<file path="src/rtl/div_requester.sv">
// Sequences one divide job at a time: latch operands, pulse div_start, await the result, hand it back.
// Optional wait-timeout is compiled in when DIV_REQ_TIMEOUT_EN is defined.
module div_requester #(
  parameter int WIDTH          = 10,
  parameter int START_CYCLES   = 2,
  parameter int TIMEOUT_CYCLES = 63
) (
  input  logic             clock,
  input  logic             reset,
  input  logic             req_valid,
  output logic             req_ready,
  input  logic [WIDTH-1:0] req_a,
  input  logic [WIDTH-1:0] req_b,
  output logic             resp_valid,
  input  logic             resp_ready,
  output logic [WIDTH-1:0] resp_q,
  output logic [1:0]       resp_status,
  output logic [WIDTH-1:0] div_a,
  output logic [WIDTH-1:0] div_b,
  output logic             div_start,
  input  logic             div_busy,
  input  logic             div_valid,
  input  logic             div_done,
  input  logic [WIDTH-1:0] div_q,
  output logic [7:0]       job_count
);

  localparam int SCW = (START_CYCLES > 1) ? $clog2(START_CYCLES) : 1;
  localparam logic [SCW-1:0] START_LAST = SCW'(START_CYCLES - 1);

  localparam logic [1:0] ST_OK      = 2'b00;
  localparam logic [1:0] ST_DIV_ERR = 2'b01;
`ifdef DIV_REQ_TIMEOUT_EN
  localparam logic [1:0] ST_TIMEOUT = 2'b10;
  localparam logic [7:0] TMO_LIMIT  = 8'(TIMEOUT_CYCLES);
`endif

  typedef enum logic [2:0] {
    IDLE,
    START_HI,
    START_LO,
    WAIT,
    RESP
  } state_t;

  state_t           state_q, state_d;
  logic [WIDTH-1:0] div_a_q, div_a_d;
  logic [WIDTH-1:0] div_b_q, div_b_d;
  logic [WIDTH-1:0] resp_q_q, resp_q_d;
  logic [1:0]       resp_status_q, resp_status_d;
  logic [SCW-1:0]   start_cnt_q, start_cnt_d;
  logic [7:0]       job_count_q, job_count_d;
`ifdef DIV_REQ_TIMEOUT_EN
  logic [7:0]       tmo_cnt_q, tmo_cnt_d;
`endif

  // Only a solid logic 1 counts as a divider flag; x or z is treated as idle.
  logic valid_in;
  logic done_in;
  assign valid_in = (div_valid === 1'b1);
  assign done_in  = (div_done === 1'b1);

  // div_busy is purely observational and never steers the FSM.
  logic unused_inputs;
  assign unused_inputs = div_busy | (TIMEOUT_CYCLES == 0);

  always_ff @(posedge clock) begin
    if (!reset) begin
      state_q       <= IDLE;
      div_a_q       <= '0;
      div_b_q       <= '0;
      resp_q_q      <= '0;
      resp_status_q <= ST_OK;
      start_cnt_q   <= '0;
      job_count_q   <= '0;
`ifdef DIV_REQ_TIMEOUT_EN
      tmo_cnt_q     <= '0;
`endif
    end else begin
      state_q       <= state_d;
      div_a_q       <= div_a_d;
      div_b_q       <= div_b_d;
      resp_q_q      <= resp_q_d;
      resp_status_q <= resp_status_d;
      start_cnt_q   <= start_cnt_d;
      job_count_q   <= job_count_d;
`ifdef DIV_REQ_TIMEOUT_EN
      tmo_cnt_q     <= tmo_cnt_d;
`endif
    end
  end

  always_comb begin
    state_d       = state_q;
    div_a_d       = div_a_q;
    div_b_d       = div_b_q;
    resp_q_d      = resp_q_q;
    resp_status_d = resp_status_q;
    start_cnt_d   = start_cnt_q;
    job_count_d   = job_count_q;
`ifdef DIV_REQ_TIMEOUT_EN
    tmo_cnt_d     = tmo_cnt_q;
`endif

    case (state_q)
      IDLE: begin
        if (req_valid) begin
          div_a_d     = req_a;
          div_b_d     = req_b;
          start_cnt_d = '0;
          state_d     = START_HI;
        end
      end

      START_HI: begin
        if (start_cnt_q == START_LAST) begin
          state_d = START_LO;
        end else begin
          start_cnt_d = start_cnt_q + 1'b1;
        end
      end

      START_LO: begin
        state_d = WAIT;
`ifdef DIV_REQ_TIMEOUT_EN
        tmo_cnt_d = '0;
`endif
      end

      WAIT: begin
`ifdef DIV_REQ_TIMEOUT_EN
        tmo_cnt_d = tmo_cnt_q + 8'd1;
`endif
        // A real result beats an error flag, and either beats the timeout.
        if (valid_in) begin
          resp_q_d      = div_q;
          resp_status_d = ST_OK;
          state_d       = RESP;
        end else if (done_in) begin
          resp_q_d      = '0;
          resp_status_d = ST_DIV_ERR;
          state_d       = RESP;
        end
`ifdef DIV_REQ_TIMEOUT_EN
        else if (tmo_cnt_d == TMO_LIMIT) begin
          resp_q_d      = '0;
          resp_status_d = ST_TIMEOUT;
          state_d       = RESP;
        end
`endif
      end

      RESP: begin
        if (resp_ready) begin
          job_count_d = job_count_q + 8'd1;
          state_d     = IDLE;
        end
      end

      default: state_d = IDLE;
    endcase
  end

  assign req_ready   = (state_q == IDLE);
  assign div_start   = (state_q == START_HI);
  assign resp_valid  = (state_q == RESP);
  assign div_a       = div_a_q;
  assign div_b       = div_b_q;
  assign resp_q      = resp_q_q;
  assign resp_status = resp_status_q;
  assign job_count   = job_count_q;

endmodule

</file>
<file path="config.mk">
export PLATFORM = sky130hd
export DESIGN_NAME = div_requester
export DESIGN_NICKNAME = d
export VERILOG_FILES = /design/src/rtl/div_requester.sv
export SDC_FILE = /design/constraint.sdc
export NUM_CORES = 1
export LEC_CHECK = 0
export BUFFER_PORTS_ARGS = -buffer_cell sky130_fd_sc_hd__buf_2
export CAP_MARGIN = 10
export CORE_ASPECT_RATIO = 1.5
export CORE_MARGIN = 3
export CORE_UTILIZATION = 49
export CTS_CLUSTER_DIAMETER = 60
export DETAILED_ROUTE_END_ITERATION = 10
export GPL_TIMING_DRIVEN = 0
export PLACE_DENSITY_LB_ADDON = 0.1
export SLEW_MARGIN = 20
export SYNTH_ARGS = -nofsm -noshare
export SYNTH_HDL_FRONTEND = slang
export SYNTH_SLANG_ARGS = --single-unit
</file>
<file path="constraint.sdc">
create_clock -name clock -period 4.4 [get_ports clock]
set_clock_uncertainty 0.15 [all_clocks]
set_input_delay 1.1 -clock clock [delete_from_list [all_inputs] [get_ports clock]]
set_output_delay 1.1 -clock clock [all_outputs]
set_load 0.01 [all_outputs]
</file>
==> results.py <==
metrics = {
    "status": {
        "status": "completed",
    },
    "setup_path": {
        "max_stage_delay_ps": 300,
        "crit_type": "reg2out",
        "cp.required_ps": 3150,
        "worst_path_max_delay_cell": "dfxtp_1",
        "rr_startpoint": "state_q[2]$_SDFFE_PN0P_",
        "path_cells": "buf_4 > clkbuf_1 > nor3_1 > buf_2",
        "worstPathMaxFanout": 10,
        "critPathLaunchType": "flop",
        "cp-end-kind": "primary output",
        "critical_path.startpoint": "state_q[2]$_SDFFE_PN0P_",
        "crit_family": "buffers and inverters",
        "cp.arrival_ps": 1370,
        "cp_num_buf_inv": 3,
    },
    "clocking": {
        "ctsHtreeMaxLevel": 2,
        "ctsLongestPathBuffers": 2,
        "hold_buffers": 0,
        "cts_tree": "done",
        "cts-root-buf": "clkbuf_8",
        "post-cts-setup-buffers": 0,
        "cts.repair.resized": 0,
        "clkLatencyLatePin_ps": 290,
        "clk_pin_slew_worst_paths_ps": 80,
        "clock_sinks": 43,
        "cts_buffers": 5,
    },
    "layout": {
        "final_cell_mix": "buf_2, nand2_1, dfxtp_1",
        "diodes": 0,
        "drive_gt1_share_pct": 34.03,
        "instances_no_fill": 328,
        "fin_util_pct": 69.27,
        "nets": 325,
        "area_growth_pct": 32.52,
        "finish.instance_area_mm2": 0.002253,
        "final_common_cell": "buf_2",
    },
    "floorplan": {
        "die_w_um": 54.10,
        "die_h_um": 78.15,
        "start_util_pct": 52.27,
        "fp-row-count": 25,
        "num_io_pins": 80,
        "core-area_mm2": 0.003253,
        "dieArea_mm2": 0.004228,
    },
    "drt": {
        "vias": 1636,
        "wl_per_cell_um": 11.84,
        "drcViolationCount": 0,
        "first_pass_iters": 4,
        "viasPerCell": 4.988,
        "drt_iter0_drc": 16,
        "wl_um": 3882,
        "antenna_left": 0,
    },
    "synth": {
        "yosysSeqAreaShare_pct": 50.63,
        "synth_fp_nets": 241,
        "synthArstFlopShare_pct": 0,
        "netlist_instances": 203,
        "synth-seq-cells": 43,
        "syn-cell-area_mm2": 0.001700,
        "synth_edf_count": 0,
        "yosysWarningCount": 0,
        "ys_types": 30,
        "ys.flop_type": "dfxtp_1",
        "synth_area_per_cell_um2": 8.376,
    },
    "grt": {
        "grt_pass1_wl_um": 6230,
        "antenna_found_initial": 0,
        "grt_max_degree": 14,
        "overflow": 0,
        "grt_pass1_vias": 1441,
        "gr-usage-all-layers_pct": 19.55,
    },
    "power_and_ir_drop": {
        "powerDensity_mw_per_mm2": 368.2,
        "vdd_drop_max_uv": 309.8,
        "power.leakage_nw": 1.036,
    },
    "flow_run": {
        "drv_cap": 0,
    },
    "min_path": {
        "hold_start": "div_b[0]$_SDFFE_PN0P_",
        "hold_path_class": "reg2reg",
    },
    "sta": {
        "hold_viol": 0,
        "period_share_pct": 59.52,
        "max_freq_ghz": 0.3818,
        "finalMaxSlewViolations": 0,
        "min_period_ps": 2619,
        "rsz0062_at_grt": "no",
        "holdWs_ps": 302.1,
        "setup_tns_ps": 0,
        "setup_viol": 0,
    },
    "place": {
        "io_buffers": 77,
        "place.gp.congestion": 0.7451,
        "place_area_mm2": 0.002136,
        "dpl.cell_count": 320,
        "dp_hpwl_um": 2883,
    },
}
## synthesized netlist by cell type, types with 2 or more instances
master / number / area, um2
a21oi_1: 39 / 195.2
buf_2: 5 / 25.02
buf_4: 2 / 15.01
buf_6: 3 / 33.78
clkbuf_1: 6 / 22.52
dfxtp_1: 43 / 860.8
inv_1: 3 / 11.26
mux2i_1: 2 / 20.02
nand2_1: 53 / 198.9
nand2b_1: 2 / 12.51
nand3_1: 3 / 15.01
nor2_1: 6 / 22.52
nor3b_1: 2 / 15.01
o21a_1: 2 / 15.01
o21ai_0: 13 / 65.06
o31ai_1: 2 / 15.01
or3_1: 3 / 18.77
or4_1: 2 / 15.01
## flip-flops by register name, summed over array words and instances, names as in the netlist
name and cells:
div_a 10, div_b 10, job_count 8, resp_q 10
resp_status 1, start_cnt_q 1, state_q 3
## power breakdown
group	switching (W)	total (W)	leakage (nW)	internal, W
clock	0.000131	0.000314	0.0612	0.000184
combinational	0.0000565	0.000102	0.624	0.0000457
sequential	0.00000751	0.000413	0.350	0.000406
total	0.000195	0.000830	1.04	0.000635
## cells by family (layout without fill, tap and decap cells)
logic type                 count (synthesis)  count (layout)  share of synthesized area, %
muxes                                      2               2                         1.177
DFF                                       43              43                         50.63
other                                      1               1                        0.2205
buffers and inverters                     19             104                         6.327
and+or+nand+nor                           79              79                         22.88
adders and majority gates                  1               1                        0.7357
xor gates and xnor gates                   1               1                        0.5152
AOI/OAI and AO/OA                         57              57                         17.51
## worst reg2reg max path, cell delays in order, from the launching register on
cell and delay, ps:
dfxtp_1 300, buf_4 160, or4b_4 540, buf_2 210, nand2_1 80, a21oi_1 60
## cell type report
cell class                 count  area (um2)
tap                           40       50.05
buffer                        16       96.34
multi-input combinational    141       732.0
inverter                       3       11.26
clock buffer                   6       82.58
timing repair buffer          77       385.4
clock inverter                 2       35.03
sequential                    43       860.8
fill                         324       999.7
## through the flow
stage / setup slack [ps] / power, W
finish: 1781 / 0.0008298
CTS: 1773 / 0.0008383
floorplan: 2249 / 0.0004814
detailed placement: 1902 / 0.0005261
global placement: 1913 / 0.0005241
global route: 1694 / 0.0008688
## metal layers
metal  routed length (um)  track usage [%]  vias to the layer above
li1                     -                -                      848
met1                 1615            24.31                      737
met2                 1975            31.07                       44
met3                  229            5.693                        7
met4                   62            7.481                        0
met5                    0                0                        -
## final timing paths
kind,slack [ps],cells past startpoint,to
setup / recovery,1780,4,req_ready
hold / removal,300,2,div_b[0]$_SDFFE_PN0P_
setup reg to reg,2770,5,div_b[4]$_SDFFE_PN0P_
hold reg to reg,300,2,div_b[0]$_SDFFE_PN0P_
Power figures use the tool's default switching activity.
